## src/rtl/tmds_dec.sv

```systemverilog
// TMDS receive decoder for one channel: symbol classification, data decode
// and word-alignment FSM that requests deserializer bit-slips until locked.
module tmds_dec #(
  parameter int CTRL_RUN   = 8,
  parameter int SEARCH_WIN = 4096,
  parameter int LOSS_WIN   = 4096,
  parameter int SLIP_WAIT  = 16
) (
  input  logic       clk_i,
  input  logic       rst_n_i,
  input  logic [9:0] tmds_data_i,
  input  logic       tmds_data_valid_i,
  output logic [7:0] px_data_o,
  output logic       px_data_valid_o,
  output logic       h_sync_o,
  output logic       v_sync_o,
  output logic       bitslip_o,
  output logic       locked_o
);

  localparam int RW = $clog2(CTRL_RUN + 1);
  localparam int SW = $clog2(SEARCH_WIN + 1);
  localparam int LW = $clog2(LOSS_WIN + 1);
  localparam int WW = $clog2(SLIP_WAIT + 1);

  localparam logic [9:0] TOK0 = 10'b1101010100;
  localparam logic [9:0] TOK1 = 10'b0010101011;
  localparam logic [9:0] TOK2 = 10'b0101010100;
  localparam logic [9:0] TOK3 = 10'b1010101011;

  typedef enum logic [1:0] {
    SEARCH,
    SLIPW,
    LOCKED
  } state_e;

  state_e         state_q, state_d;
  logic [RW-1:0]  run_q, run_d;
  logic [SW-1:0]  sym_q, sym_d;
  logic [LW-1:0]  loss_q, loss_d;
  logic [WW-1:0]  wait_q, wait_d;
  logic           slip_q, slip_d;

  logic [9:0]     s1_q;
  logic           s1_vld_q;
  logic           s1_ctrl_q;
  logic [1:0]     s1_cb_q;

  logic           ctrl;
  logic [1:0]     cb;
  logic [7:0]     q;
  logic [7:0]     d;

  logic [7:0]     px_q;
  logic           pv_q;
  logic           hs_q;
  logic           vs_q;

  always_comb begin
    ctrl = 1'b1;
    cb   = 2'b00;
    unique case (tmds_data_i)
      TOK0:    cb = 2'b00;
      TOK1:    cb = 2'b01;
      TOK2:    cb = 2'b10;
      TOK3:    cb = 2'b11;
      default: ctrl = 1'b0;
    endcase
  end

  always_ff @(posedge clk_i or negedge rst_n_i) begin
    if (!rst_n_i) begin
      s1_q      <= '0;
      s1_vld_q  <= 1'b0;
      s1_ctrl_q <= 1'b0;
      s1_cb_q   <= '0;
    end else begin
      s1_vld_q <= tmds_data_valid_i;
      if (tmds_data_valid_i) begin
        s1_q      <= tmds_data_i;
        s1_ctrl_q <= ctrl;
        s1_cb_q   <= cb;
      end
    end
  end

  // Undo the optional inversion, then the XOR/XNOR chain.
  assign q = s1_q[9] ? ~s1_q[7:0] : s1_q[7:0];
  assign d = (q ^ {q[6:0], 1'b0}) ^ {{7{~s1_q[8]}}, 1'b0};

  always_ff @(posedge clk_i or negedge rst_n_i) begin
    if (!rst_n_i) begin
      px_q <= '0;
      pv_q <= 1'b0;
      hs_q <= 1'b0;
      vs_q <= 1'b0;
    end else if (s1_vld_q) begin
      px_q <= '0;
      pv_q <= 1'b0;
      if (state_q == LOCKED) begin
        if (s1_ctrl_q) begin
          {vs_q, hs_q} <= s1_cb_q;
        end else begin
          px_q <= d;
          pv_q <= 1'b1;
        end
      end
    end
  end

  always_comb begin
    state_d = state_q;
    run_d   = run_q;
    sym_d   = sym_q;
    loss_d  = loss_q;
    wait_d  = wait_q;
    slip_d  = 1'b0;
    unique case (state_q)
      SEARCH: begin
        if (s1_vld_q) begin
          run_d = s1_ctrl_q ? run_q + RW'(1) : '0;
          sym_d = sym_q + SW'(1);
          if (run_d == RW'(CTRL_RUN)) begin
            state_d = LOCKED;
            run_d   = '0;
            sym_d   = '0;
            loss_d  = '0;
          end else if (sym_d == SW'(SEARCH_WIN)) begin
            state_d = SLIPW;
            slip_d  = 1'b1;
            wait_d  = '0;
          end
        end
      end
      SLIPW: begin
        wait_d = wait_q + WW'(1);
        if (wait_q == WW'(SLIP_WAIT - 1)) begin
          state_d = SEARCH;
          run_d   = '0;
          sym_d   = '0;
          wait_d  = '0;
        end
      end
      LOCKED: begin
        if (s1_vld_q) begin
          loss_d = s1_ctrl_q ? '0 : loss_q + LW'(1);
          if (loss_d == LW'(LOSS_WIN)) begin
            state_d = SEARCH;
            loss_d  = '0;
            run_d   = '0;
            sym_d   = '0;
          end
        end
      end
      default: state_d = SEARCH;
    endcase
  end

  always_ff @(posedge clk_i or negedge rst_n_i) begin
    if (!rst_n_i) begin
      state_q <= SEARCH;
      run_q   <= '0;
      sym_q   <= '0;
      loss_q  <= '0;
      wait_q  <= '0;
      slip_q  <= 1'b0;
    end else begin
      state_q <= state_d;
      run_q   <= run_d;
      sym_q   <= sym_d;
      loss_q  <= loss_d;
      wait_q  <= wait_d;
      slip_q  <= slip_d;
    end
  end

  assign px_data_o       = px_q;
  assign px_data_valid_o = pv_q;
  assign h_sync_o        = hs_q;
  assign v_sync_o        = vs_q;
  assign bitslip_o       = slip_q;
  assign locked_o        = (state_q == LOCKED);

endmodule
```

## config.mk

```make
export PLATFORM = sky130hd
export DESIGN_NAME = tmds_dec
export DESIGN_NICKNAME = d
export VERILOG_FILES = /design/src/rtl/tmds_dec.sv
export SDC_FILE = /design/constraint.sdc
export NUM_CORES = 1
export LEC_CHECK = 0
export ABC_CLOCK_PERIOD_IN_PS = 7400
export BUFFER_PORTS_ARGS = -buffer_cell sky130_fd_sc_hd__buf_2
export CAP_MARGIN = 0
export CORE_MARGIN = 2
export CORE_UTILIZATION = 55
export CTS_CLUSTER_DIAMETER = 60
export DETAILED_ROUTE_END_ITERATION = 7
export PLACE_DENSITY = 0.74
export SLEW_MARGIN = 20
export SYNTH_ARGS = -nofsm -noshare
export SYNTH_HDL_FRONTEND = slang
export SYNTH_SLANG_ARGS = --single-unit
```

## constraint.sdc

```tcl
create_clock -name clk_i -period 7.4 [get_ports clk_i]
set_input_delay 2.22 -clock clk_i [delete_from_list [all_inputs] [get_ports clk_i]]
set_output_delay 2.22 -clock clk_i [all_outputs]
set_load 0.01 [all_outputs]
```

## After elaboration in Yosys (flattened, before gate mapping)

Cells that the tools add are included.

- Output and inout port bits: 13
- Register bits after elaboration: 63
- Input port bits: 13

- Reductions and logical operators: 10
- Add/subtract/negate cells: 4
- Multiplexer cells: 42
- Eq/ne operators: 18
- Bitwise gates (word level): 4

Operators by type and width:

| cell | count |
|---|---|
| $mux W13 | 10 |
| $pmux W13 S3 | 1 |
| $add A13 B1 Y13 const B | 2 |
| $eq A13 B13 Y1 const B | 2 |
| $pmux W13 S2 | 1 |
| $mux W4 | 6 |
| $mux W8 | 3 |
| $eq A10 B10 Y1 const B | 2 |
| $mux W5 | 4 |
| $xor A8 B8 Y8 | 2 |
| $mux W2 | 6 |
| $pmux W2 S3 | 2 |
| $pmux W4 S3 | 1 |
| $eq A10 B8 Y1 const B | 1 |
| $eq A10 B9 Y1 const B | 1 |
| $ne A2 B2 Y1 const B | 5 |
| $pmux W5 S2 | 1 |
| $reduce_and A5 Y1 | 2 |
| $not A8 Y8 | 1 |
| $reduce_and A4 Y1 | 2 |
| $mux W1 | 7 |
| $add A5 B1 Y5 const B | 1 |
| $eq A5 B4 Y1 const B | 1 |
| $add A4 B1 Y4 const B | 1 |
| other kinds (11) | 13 |

## Depth between registers and ports, before layout

- Depth in word-level cells: 6
- Mapped depth: 10

## Worst setup path before layout

Ideal clock, no wire load.

- Path type: in2reg
- From: input port tmds_data_i[2]
- To: register s1_cb_q[1]
- Slack: 4.170 ns
- Setup time: 0.077 ns
- Data required time: 7.323 ns
- Cell stages on the path: 5
- Data arrival time: 3.153 ns
- Buffers on the path: 0
- Cell sequence: nor4bb_1 nand3_1 nor4b_1 mux2i_1 a21oi_1

- Longest elaborated chain between the ends: 2

Ends and longest elaborated chain:

| item | RTL line | RTL |
|---|---|---|
| from (decl) | 11 | `input logic [9:0] tmds_data_i,` |
| $eq A10 B10 Y1 (tied with other cells) | 62 | `unique case (tmds_data_i)` |
| $pmux W2 S3 * | 62 |  |
| to (signal assigned) | 76 | `s1_cb_q <= '0;` |
| to (signal assigned) | 82 | `s1_cb_q <= cb;` |
| to (decl) | 47 | `logic [1:0] s1_cb_q;` |

Mark *: on every way between the ends. The rest lies on a longest branch, timed or not.
A chain may end at the register's enable or synchronous reset.

## Final worst setup path

- From: register state_q[0]
- To: output port locked_o

- Longest elaborated chain between the ends: 1

Ends and longest elaborated chain:

| item | RTL line | RTL |
|---|---|---|
| from (decl) | 37 | `state_e state_q, state_d;` |
| from (signal assigned) | 168 | `state_q <= state_d;` |
| $eq A2 B2 Y1 | 182 | `assign locked_o = (state_q == LOCKED);` |
| to (decl) | 18 | `output logic locked_o` |

Every way passes these cells.

==> reports/qor.yml <==
status: "complete, no violations"
ys.flop_type: "dfrtp_1"
hp-class: "reg2reg"
start_kind: "flip-flop"
postLayoutCellArea_sq_um: 3950
drc: 0
async_flop_share: 1.00
layout_commonest_cell: "dfrtp_1"
diodes: 0
ant_nets: 0
cts_hold_buffers: 0
viasPerCell: 6.16
initial_utilization: 0.571
dp.cells: 450
place.gp.congestion: 0.839
p_total_uw: 778
required_ns: 5.18
critPathTopFamily: "flip-flops"
path_max_fanout: 6
maxCapViolations: 0
final_cell_mix: "dfrtp_1 (63), o21ai_0 (29), nand2_1 (25), buf_2 (25), nand3_1 (21)"
relSlewSlack: 0.416
die_y_um: 85.4
first_pass_iters: 4
grt_pass1_wl_um: 13700
p_per_area_nw_per_um2: 197
finalCritPeriodShare: 0.476
yosysSeqAreaShare: 0.432
period_needed_ns: 3.52
antenna_found_initial: 0
rsz0062_at_grt: "no"
clk_latency_ns: 0.35
cp-end-kind: "primary output"
synthCells: 371
clk_path_buf_depth: 2
critPathMaxStageDelay_ns: 0.42
cp_slowest_cell: "dfrtp_1"
setup_tns_ns: 0
synth_top_area_cell: "dfrtp_1"
synth_top_area_share: 0.432
ir_drop_mv: 0.169
grt_max_degree: 64
path_clk_slew_ns: 0.07
hold_viol: 0
die_w_um: 85.4
final_cell_count_no_fill: 466
grt_pass1_vias: 2858
area_growth_pct: 8.23
cellLeakagePower_nw: 1.68
path_cells: "inv_1 > ha_1 > buf_2"
post_cts_buffers: 0
numCtsBuffers: 9
finalSetupViolCount: 0
synth_cell_types: 58
port_buffers: 25
grt_overflow_total: 0
grt_usage: 0.235
core_area_sq_um: 6390
path_class: "reg2out"
drv_slew: 0
cts-root-buf: "clkbuf_8"
post_cts_resized: 0
syn-cell-area_sq_um: 3650
timing.fmax_ghz: 0.284
wl_per_cell_um: 16.7
finalClockSkew_ns: 0.00911
place_area_sq_um: 3760
vias: 2871
dpl.hpwl_um: 5280
htree_levels: 3
drt-total-wl_um: 7770
avgSynthCellArea_sq_um: 9.83
synth.net_count: 393
path_buf_inv: 2
dieArea_sq_um: 7300
drt-initial-drc-count: 176
ys_ff_latch: 63
crit_arrival_ns: 1.30
cts_tree: "yes"
row_count: 29
synth_edf_count: 0
final_nets: 406
pin_count: 26
synth_warnings: 0
drive_gt1_frac: 0.167
tightest_slew_ns: 0.877
synth.top_cells.by_area: "dfrtp_1 (43%), xnor2_1 (4.6%), mux2_2 (4.3%), o21ai_0 (4.0%), o31ai_1 (3.9%)"
cts.sinks: 63
final_util: 0.618
-- worst paths after layout --
| check | from | end | slack (ns) | cells after the start |
|---|---|---|---|---|
| hold reg to reg | px_data_o[4] | px_data_o[4] | 0.49 | 1 |
| hold / removal | px_data_o[4] | px_data_o[4] | 0.49 | 1 |
| setup reg to reg | loss_q[0] | sym_q[6] | 4.20 | 8 |
| max in group asynchronous | rst_n_i | wait_q[1] | 4.81 | 2 |
| setup / recovery | state_q[0] | locked_o | 3.88 | 3 |
| min in group asynchronous | rst_n_i | loss_q[0] | 2.03 | 2 |
-- logic make-up after synthesis --
logic type,count (synthesis),share of synthesized area
and+or+nand+nor,120,0.181
xor gates and xnor gates,24,0.0576
muxes,18,0.0545
buffers and inverters,36,0.0446
adders and majority gates,9,0.0309
AOI/OAI and AO/OA,101,0.200
DFF,63,0.432
-- metal layers --
metal,vias to the layer above,GRT usage,share of wire
met5,-,0,0
met4,0,0.0837,0.018
met3,11,0.0525,0.028
met2,48,0.374,0.48
met1,1419,0.317,0.47
li1,1393,-,-
-- final cells by class --
type / instances / area, sq um
Fill cell: 526 / 2440
Multi-Input combinational cell: 272 / 1910
Sequential cell: 63 / 1580
Timing Repair Buffer: 26 / 133
Clock buffer: 10 / 128
Tap cell: 77 / 96.3
Clock inverter: 6 / 61.3
Inverter: 12 / 45.0
-- per-stage QoR --
step	setup WS (ns)	hold slack [ns]
6_report	3.88	0.485
5_1_grt	3.79	0.504
4_1_cts	3.85	0.489
3_5_place_dp	3.74	0.469
3_3_place_gp	3.87	0.466
2_1_floorplan	4.17	0.452
-- state kept, by name, indices dropped and copies added (netlist names) --
name and flops:
run_q 4, s1_vld_q 1, bitslip_o 1, state_q 2, sym_q 13, h_sync_o 1
px_data_valid_o 1, s1_ctrl_q 1, px_data_o 8, loss_q 13, wait_q 5, v_sync_o 1
s1_cb_q 2, s1_q 10
-- Yosys cell counts (3+ instances only) --
cell type,n
ha_1,9
nand2b_1,7
or2_2,3
o21ai_0,29
o41ai_2,3
a211o_1,3
o31ai_1,19
a21o_1,6
inv_1,11
and2_1,4
nor4b_1,5
o311ai_0,3
a21oi_1,9
mux2_2,14
dfrtp_1,63
buf_2,3
mux2i_1,3
or4_1,3
nand3_1,21
xnor2_1,19
o2bb2ai_1,8
clkbuf_1,14
nor4_1,3
xor2_1,5
or3_1,7
and3_1,4
nor2_1,20
nor3_1,6
o41ai_1,5
nand2_1,25
-- where the power goes --
part           switching [mW]  internal [mW]  leakage, nW  total (mW)
sequential             0.0326          0.365        0.846       0.397
combinational          0.0471         0.0423        0.734      0.0894
clock                   0.137          0.154       0.0960       0.291
total                   0.217          0.561         1.68       0.778
No activity file was read; power rests on OpenSTA's default activity.
